[src/rtl/arbitro_alu.sv]
// arbitro_alu: two requesters (A, B) share one ALU through a round-robin
// grant, a one-cycle execute stage and a registered valid/ready response.
// unidad_logico_aritmetica is the shared combinational ALU.

// Combinational ALU. Shift codes move the selected operand by one bit; the
// carry flag returns the bit that falls off, the overflow flag is only
// meaningful for add, sub and arithmetic shift left.
module unidad_logico_aritmetica #(
  parameter int N = 8
) (
  input  logic [N-1:0] a,
  input  logic [N-1:0] b,
  input  logic [3:0]   control,
  output logic [N-1:0] resultado,
  output logic         negativo,
  output logic         cero,
  output logic         overflow,
  output logic         carry
);

  logic [N:0] suma;

  // Operation decode; codes 1110/1111 fall to the default and yield zero.
  always_comb begin
    resultado = '0;
    overflow  = 1'b0;
    carry     = 1'b0;
    suma      = '0;
    case (control)
      4'b0000: resultado = a & b;
      4'b0001: resultado = a | b;
      4'b0010: resultado = a ^ b;
      4'b0011: resultado = ~a;
      4'b0100: begin
        resultado = a >> 1;
        carry     = a[0];
      end
      4'b0101: begin
        resultado = a << 1;
        carry     = a[N-1];
      end
      4'b0110: begin
        resultado = b >> 1;
        carry     = b[0];
      end
      4'b0111: begin
        resultado = b << 1;
        carry     = b[N-1];
      end
      4'b1000: begin
        suma      = {1'b0, a} + {1'b0, b};
        resultado = suma[N-1:0];
        carry     = suma[N];
        overflow  = (a[N-1] == b[N-1]) && (suma[N-1] != a[N-1]);
      end
      4'b1001: begin
        resultado = a - b;
        // carry means "no borrow"
        carry     = (a >= b);
        overflow  = (a[N-1] != b[N-1]) && (resultado[N-1] != a[N-1]);
      end
      4'b1010: begin
        resultado = $signed(a) >>> 1;
        carry     = a[0];
      end
      4'b1011: begin
        resultado = a << 1;
        carry     = a[N-1];
        overflow  = a[N-1] ^ a[N-2];
      end
      4'b1100: begin
        resultado = $signed(b) >>> 1;
        carry     = b[0];
      end
      4'b1101: begin
        resultado = b << 1;
        carry     = b[N-1];
        overflow  = b[N-1] ^ b[N-2];
      end
      default: resultado = '0;
    endcase
  end

  // Result-derived flags shared by every operation.
  always_comb begin
    negativo = resultado[N-1];
    cero     = (resultado == '0);
  end

endmodule

module arbitro_alu #(
  parameter int N = 8
) (
  input  logic         clk,
  input  logic         rst_n,
  input  logic         a_valido,
  output logic         a_listo,
  input  logic [N-1:0] a_op1,
  input  logic [N-1:0] a_op2,
  input  logic [3:0]   a_control,
  input  logic         b_valido,
  output logic         b_listo,
  input  logic [N-1:0] b_op1,
  input  logic [N-1:0] b_op2,
  input  logic [3:0]   b_control,
  output logic         res_valido,
  input  logic         res_listo,
  output logic [N-1:0] res_dato,
  output logic         res_id,
  output logic [3:0]   res_flags,
  output logic         res_error,
  output logic         ocupado
);

  typedef enum logic [1:0] {
    LIBRE     = 2'd0,
    EJECUTA   = 2'd1,
    RESPUESTA = 2'd2
  } estado_t;

  typedef struct packed {
    logic [N-1:0] op1;
    logic [N-1:0] op2;
    logic [3:0]   control;
    logic         id;
  } solicitud_t;

  estado_t    estado, estado_sig;
  solicitud_t cap, entrada;
  logic       puntero;   // 0: A wins a tie, 1: B wins a tie
  logic       sel_b;
  logic       acepta;
  logic       ilegal;

  logic [N-1:0] alu_res;
  logic         alu_neg, alu_cero, alu_ovf, alu_carry;

  // Grant choice: a lone requester wins, a tie goes to the pointer.
  always_comb begin
    sel_b = (a_valido && b_valido) ? puntero : b_valido;
  end

  // Payload of the granted requester, tagged with its id.
  always_comb begin
    entrada = '0;
    if (sel_b) begin
      entrada.op1     = b_op1;
      entrada.op2     = b_op2;
      entrada.control = b_control;
      entrada.id      = 1'b1;
    end else begin
      entrada.op1     = a_op1;
      entrada.op2     = a_op2;
      entrada.control = a_control;
      entrada.id      = 1'b0;
    end
  end

  // State register.
  always_ff @(posedge clk) begin
    if (!rst_n) estado <= LIBRE;
    else        estado <= estado_sig;
  end

  // Next state and handshake outputs; listo is held low while in reset.
  always_comb begin
    estado_sig = estado;
    a_listo    = 1'b0;
    b_listo    = 1'b0;
    acepta     = 1'b0;
    res_valido = 1'b0;
    ocupado    = (estado != LIBRE);
    case (estado)
      LIBRE: begin
        if (rst_n) begin
          a_listo = a_valido && !sel_b;
          b_listo = b_valido && sel_b;
          acepta  = (a_valido && !sel_b) || (b_valido && sel_b);
        end
        if (acepta) estado_sig = EJECUTA;
      end
      EJECUTA: estado_sig = RESPUESTA;
      RESPUESTA: begin
        res_valido = 1'b1;
        if (res_listo) estado_sig = LIBRE;
      end
      default: estado_sig = LIBRE;
    endcase
  end

  // Capture the granted request and hand the tie to the other requester.
  always_ff @(posedge clk) begin
    if (!rst_n) begin
      cap     <= '0;
      puntero <= 1'b0;
    end else if (acepta) begin
      cap     <= entrada;
      puntero <= ~entrada.id;
    end
  end

  // The ALU only ever sees the captured request, never the live inputs.
  unidad_logico_aritmetica #(.N(N)) u_alu (
    .a         (cap.op1),
    .b         (cap.op2),
    .control   (cap.control),
    .resultado (alu_res),
    .negativo  (alu_neg),
    .cero      (alu_cero),
    .overflow  (alu_ovf),
    .carry     (alu_carry)
  );

  always_comb begin
    ilegal = (cap.control[3:1] == 3'b111);
  end

  // Response register, loaded at the end of the execute cycle and then
  // frozen until the next execute, so it stays stable under backpressure.
  always_ff @(posedge clk) begin
    if (!rst_n) begin
      res_dato  <= '0;
      res_flags <= '0;
      res_id    <= 1'b0;
      res_error <= 1'b0;
    end else if (estado == EJECUTA) begin
      res_id <= cap.id;
      if (ilegal) begin
        res_dato  <= '0;
        res_flags <= '0;
        res_error <= 1'b1;
      end else begin
        res_dato  <= alu_res;
        res_flags <= {alu_neg, alu_cero, alu_ovf, alu_carry};
        res_error <= 1'b0;
      end
    end
  end

endmodule

[config.mk]
export PLATFORM = sky130hd
export DESIGN_NAME = arbitro_alu
export DESIGN_NICKNAME = d
export VERILOG_FILES = /design/src/rtl/arbitro_alu.sv
export SDC_FILE = /design/constraint.sdc
export NUM_CORES = 1
export LEC_CHECK = 0
export CORE_ASPECT_RATIO = 1.5
export CORE_MARGIN = 1.5
export CORE_UTILIZATION = 50
export DETAILED_ROUTE_END_ITERATION = 16
export PLACE_DENSITY = 0.77
export SETUP_SLACK_MARGIN = 0.05
export SLEW_MARGIN = 20
export SYNTH_ARGS = -nofsm -noshare
export SYNTH_HDL_FRONTEND = slang
export SYNTH_SLANG_ARGS = --single-unit
[constraint.sdc]
create_clock -name clk -period 6.2 [get_ports clk]
set_input_delay 1.55 -clock clk [delete_from_list [all_inputs] [get_ports clk]]
set_output_delay 1.55 -clock clk [all_outputs]
set_load 0.01 [all_outputs]
==> Word-level counts from Yosys, hierarchy flattened <==
Index checks and enable logic that the tools add are counted.
{ "totals": {"regBits": 38, "output_inout_bits": 18} }
{ "classes": {"add_sub_neg": 2, "order_cmp": 1, "n_eq_ne": 22, "muxes": 19, "n_bitwise": 7, "reduce_logical": 16} }
{ "ops": {"columns": ["cell", "count"], "rows": [
  ["one-hot mux 8 bit (12 select lines)", 1],
  ["equality test 4 bit, second input constant", 6],
  ["two-way mux 21 bit", 1],
  ["equality test 4 x 3 -> 1 bit, second input constant", 4],
  ["two-way mux 1 bit", 10],
  ["adder 8 x 8 -> 9 bit", 1],
  ["AND 8 bit", 1],
  ["equality test 4 x 2 -> 1 bit, second input constant", 2],
  [">= comparator 8 bit", 1],
  ["zero test 8 bit", 1],
  ["two-way mux 8 bit", 1],
  ["NOT 8 bit", 1],
  ["OR 8 bit", 1],
  ["OR reduction 2 bit", 4],
  ["subtractor 8 bit", 1],
  ["bitwise XOR 8 bit", 1],
  ["one-hot mux 1 bit (6 select lines)", 1],
  ["one-hot mux 2 bit (3 select lines)", 1],
  ["logical AND 1 bit", 5],
  ["equality test 4 x 1 -> 1 bit, second input constant", 1],
  ["zero test 4 bit", 1],
  ["two-way mux 2 bit", 2],
  ["two-way mux 4 bit", 1],
  ["inequality test 2 bit, second input constant", 2],
  ["13 further kinds", 16]
]} }

==> Logic depth before layout (Yosys ltp) <==
{ "logic_depth": {"word_depth": 9, "depth_mapped": 11, "depth_no_buf": 11} }

==> Modules after synthesis <==
Synthesis repeated with hierarchy kept, for this count alone.
{ "unflattened": {"cells_unflattened": 429, "area_unflattened_um2": 3488.3} }
{ "modules_own_cells": {"columns": ["module", "n_inst", "cells_per_inst", "area_per_inst_um2", "seq_area_each_um2"], "rows": [
  ["unidad_logico_aritmetica", 1, 268, 1824.2, 0.0],
  ["arbitro_alu", 1, 161, 1664.1, 760.7]
]} }

==> Worst setup path before layout <==
OpenSTA, ideal clock, no wires.
{ "synth_timing": {"path_kind": "input -> output", "startpoint": "input port a_valido", "endpoint": "output port b_listo", "t_arrival_ps": 2374, "t_required_ps": 4650, "path_slack_ps": 2276, "path_stages": 4, "path_cell_list": "inv_2 o21ai_1 buf_2 nor3_1"} }
{ "synth_between": {"elab_chain_cells": 5} }
{ "synth_lines": {"columns": ["element", "line", "source"], "rows": [
  ["start: declaration", "97", "input logic a_valido,"],
  ["logical AND 1 bit", "141", "sel_b = (a_valido && b_valido) ? puntero : b_valido;"],
  ["two-way mux 1 bit", "141", null],
  ["logical AND 1 bit", "178", "b_listo = b_valido && sel_b;"],
  ["two-way mux 1 bit", "176", "if (rst_n) begin"],
  ["two-way mux 1 bit", "174", "case (estado)"],
  ["end: declaration", "103", "output logic b_listo,"]
]} }
No other way between the ends.

==> Final worst setup path <==
{ "layout_timing": {"startpoint": "input port rst_n", "endpoint": "output port a_listo"} }
{ "layout_between": {"elab_chain_cells": 2} }
{ "layout_lines": {"columns": ["element", "line", "source"], "rows": [
  ["start: declaration", "96", "input logic rst_n,"],
  ["two-way mux 1 bit", "176", null],
  ["two-way mux 1 bit", "174", null],
  ["end: declaration", "98", "output logic a_listo,"]
]} }
No other way between the ends.

==> results.toml <==
[setup_path]
timing.setup.critical_path_class = "input pin to primary output"
cp-start-kind = "input pin"
cpLargestDelayFamily = "buffers and inverters"
worst-r2r-setup-slack_ns = 3.31
cp_cell_sequence = "clkdlybuf4s50_1, inv_2, a2111oi_2, clkdlybuf4s50_1"
crit_path_frequent_cell = "clkdlybuf4s50_1"
crit_slowest_cell = "clkdlybuf4s50_1"
critPathMaxFanout = 10
crit_start = "rst_n"
crit_end = "a_listo"
reg2reg_from = "cap[4]"
critPathBufInv = 3
reg2reg_depth = 7
arrival_ns = 3.69
cp.depth = 4
critPathRequiredTime_ns = 4.65
reg2reg_to = "res_flags[2]"
cpPeakStageDelay_ns = 0.70
end_kind = "primary output"

[placed_design]
gp_congestion = 0.967
dp.cells = 532
dp_hpwl_um = 6680
io_buffers = 62
placed_cell_area_sq_um = 3980
pre_cts_ws_ns = 0.957

[cts]
cts.clk_slew.worst_paths_ns = 0.07
cts_resized = 0
clock_latency_ns = 0.29
cts_buffers = 5
cts_root_buf = "clkbuf_8"
htree_levels = 2
cts_setup_buffers = 0
ctsHoldBuffers = 0
clk_path_buf_depth = 2
cts_tree = "yes"
cts.sink_count = 37

[floorplan]
dieHeight_um = 105
core_sq_um = 6760
fp.dieW_um = 70.9
dieArea_sq_um = 7440
start_util = 0.512
io_pins = 63
rows = 37

[status]
outcome = "complete, no violations"

[timing]
rsz0062_at_grt = "false"
min_period_ns = 5.24
fmax_ghz = 0.191
period_share = 0.845
finalSetupTns_ns = 0
setup_viol = 0
hold-worst-slack_ns = 0.453
setup_ws_ns = 0.959
worstMarginPinSlew_ns = 1.06
max-slew-margin-rel = 0.294
maxSlewViolCount = 0
finalHoldViolCount = 0
fin_skew_ns = 0.00587

[final_layout]
drive_gt1_frac = 0.0870
fillerInstances = 616
fin_nets = 532
final_util = 0.600
syn_to_final_growth_pct = 17.2
finish.instance_area_sq_um = 4060
instances_no_fill = 538
num_antenna_cells = 0

[synth]
syn_inst = 422
ys_types = 68
ys_ff_latch = 37
synth_top_area_frac = 0.214
avgSynthCellArea_sq_um = 8.20
synth_most_common_cell = "nor2_1"
synth.area.top_cells = "dfxtp_1 (21%), mux2i_1 (10%), ha_1 (8.7%)"
synth_commonest_cells = "nor2_1 (47), dfxtp_1 (37), mux2i_1 (36)"
synth_edf_count = 0
synth_top_area_cell = "dfxtp_1"
syn_area_sq_um = 3460
syn_nets = 493
yosysSeqAreaShare = 0.214
synth_ff_type = "dfxtp_1"
async_flop_share = 0
yosysWarnings = 0

[global_routing]
overflow = 0
grt_pass1_wl_um = 14100
antenna_found_initial = 0
grt_use_total = 0.235
grt_max_degree = 59
grt_pass1_vias = 2974

[pwr]
power_frac_comb = 0.476
seqPwrFrac = 0.349
powerDensity_nw_per_um2 = 219
sw_frac_of_total = 0.404
p_total_uw = 890
p_sw_uw = 359
power_leakage_nw = 1.52
ir_worst_vdd_mv = 0.133
p_clk_frac = 0.176
intPower_uw = 531

[route]
drt-total-wl_um = 8610
drtIter0Drc = 153
dr.pass1.iters = 4
drtAntennaViolNets = 0
drc_errors = 0
viasPerCell = 5.97
vias = 3210
wl_per_cell_um = 16.0

[min_path]
min_path_type = "flop to flop"

[flow_run]
cap_violations = 0
worst min-delay path by stage:
stage / end / slack, ns / cells past startpoint / from
after floorplan: cap[0] / 0.43 / 2 / cap[0]
after global placement: res_dato[1] / 0.44 / 2 / res_dato[1]
after detailed placement: res_dato[1] / 0.45 / 2 / res_dato[1]
after CTS: res_dato[1] / 0.45 / 2 / res_dato[1]
after global routing: res_id / 0.48 / 2 / res_id
final: res_dato[1] / 0.45 / 2 / res_dato[1]
sequential cells by signal, indices dropped and copies added, names as in the netlist:
name and count:
cap 21, res_dato 8, res_flags 3, estado 2, puntero 1, res_error 1
res_id 1
power groups by stage:
stage	Sequential (mW)	Clock, mW	Combinational (mW)
CTS	0.309	0.160	0.421
finish	0.310	0.156	0.423
detailed placement	0.315	0	0.420
floorplan	0.299	0	0.325
global placement	0.314	0	0.412
global route	0.315	0.167	0.463
logic make-up after synthesis:
logic type / count (synthesis) / synth area share
AO/OA/AOI/OAI: 118 / 0.243
XOR/XNOR: 10 / 0.0253
adder cells (fa/ha/maj): 26 / 0.0983
buffers and inverters: 61 / 0.0958
flip-flops: 37 / 0.214
multiplexers: 46 / 0.144
AND/OR/NAND/NOR: 124 / 0.180
cells in the final DEF (no fill, tap or decap), types with 7 or more instances in the layout:
master	netlist	layout
ha_1	24	24
inv_1	23	23
o21ai_0	13	13
o21ai_1	9	8
nor2_1	47	47
clkdlybuf4s50_1	0	62
a22oi_1	7	7
a21oi_1	23	23
a211oi_1	23	23
xnor2_1	8	8
nand2_1	25	25
dfxtp_1	37	37
mux2i_1	36	36
nor3_1	9	9
nand3_1	9	9
routing by layer:
metal / wire [um] / up-vias / track usage
li1: - / 1605 / -
met1: 3430 / 1492 / 0.263
met2: 4530 / 89 / 0.431
met3: 292 / 24 / 0.0318
met4: 359 / 0 / 0.105
met5: 0 / - / 0
final cells by class:
type / instances / area [sq um] / share of cell area
Tap cell: 78 / 97.6 / 0.0241
Sequential cell: 37 / 741 / 0.183
Timing Repair Buffer: 66 / 651 / 0.160
Multi-Input combinational cell: 324 / 2390 / 0.590
Clock inverter: 1 / 5.00 / 0.00123
Clock buffer: 5 / 68.8 / 0.0170
Inverter: 27 / 101 / 0.0250
worst register-to-register path, stage by stage (launching register included):
cell	delay (ns)
dfxtp_1	1.02
mux2_4	0.38
a221oi_2	0.21
o221ai_1	0.19
or3_1	0.43
a2111oi_2	0.34
nand4_1	0.13
o21ai_1	0.13
(Power assumes the default switching activity.)
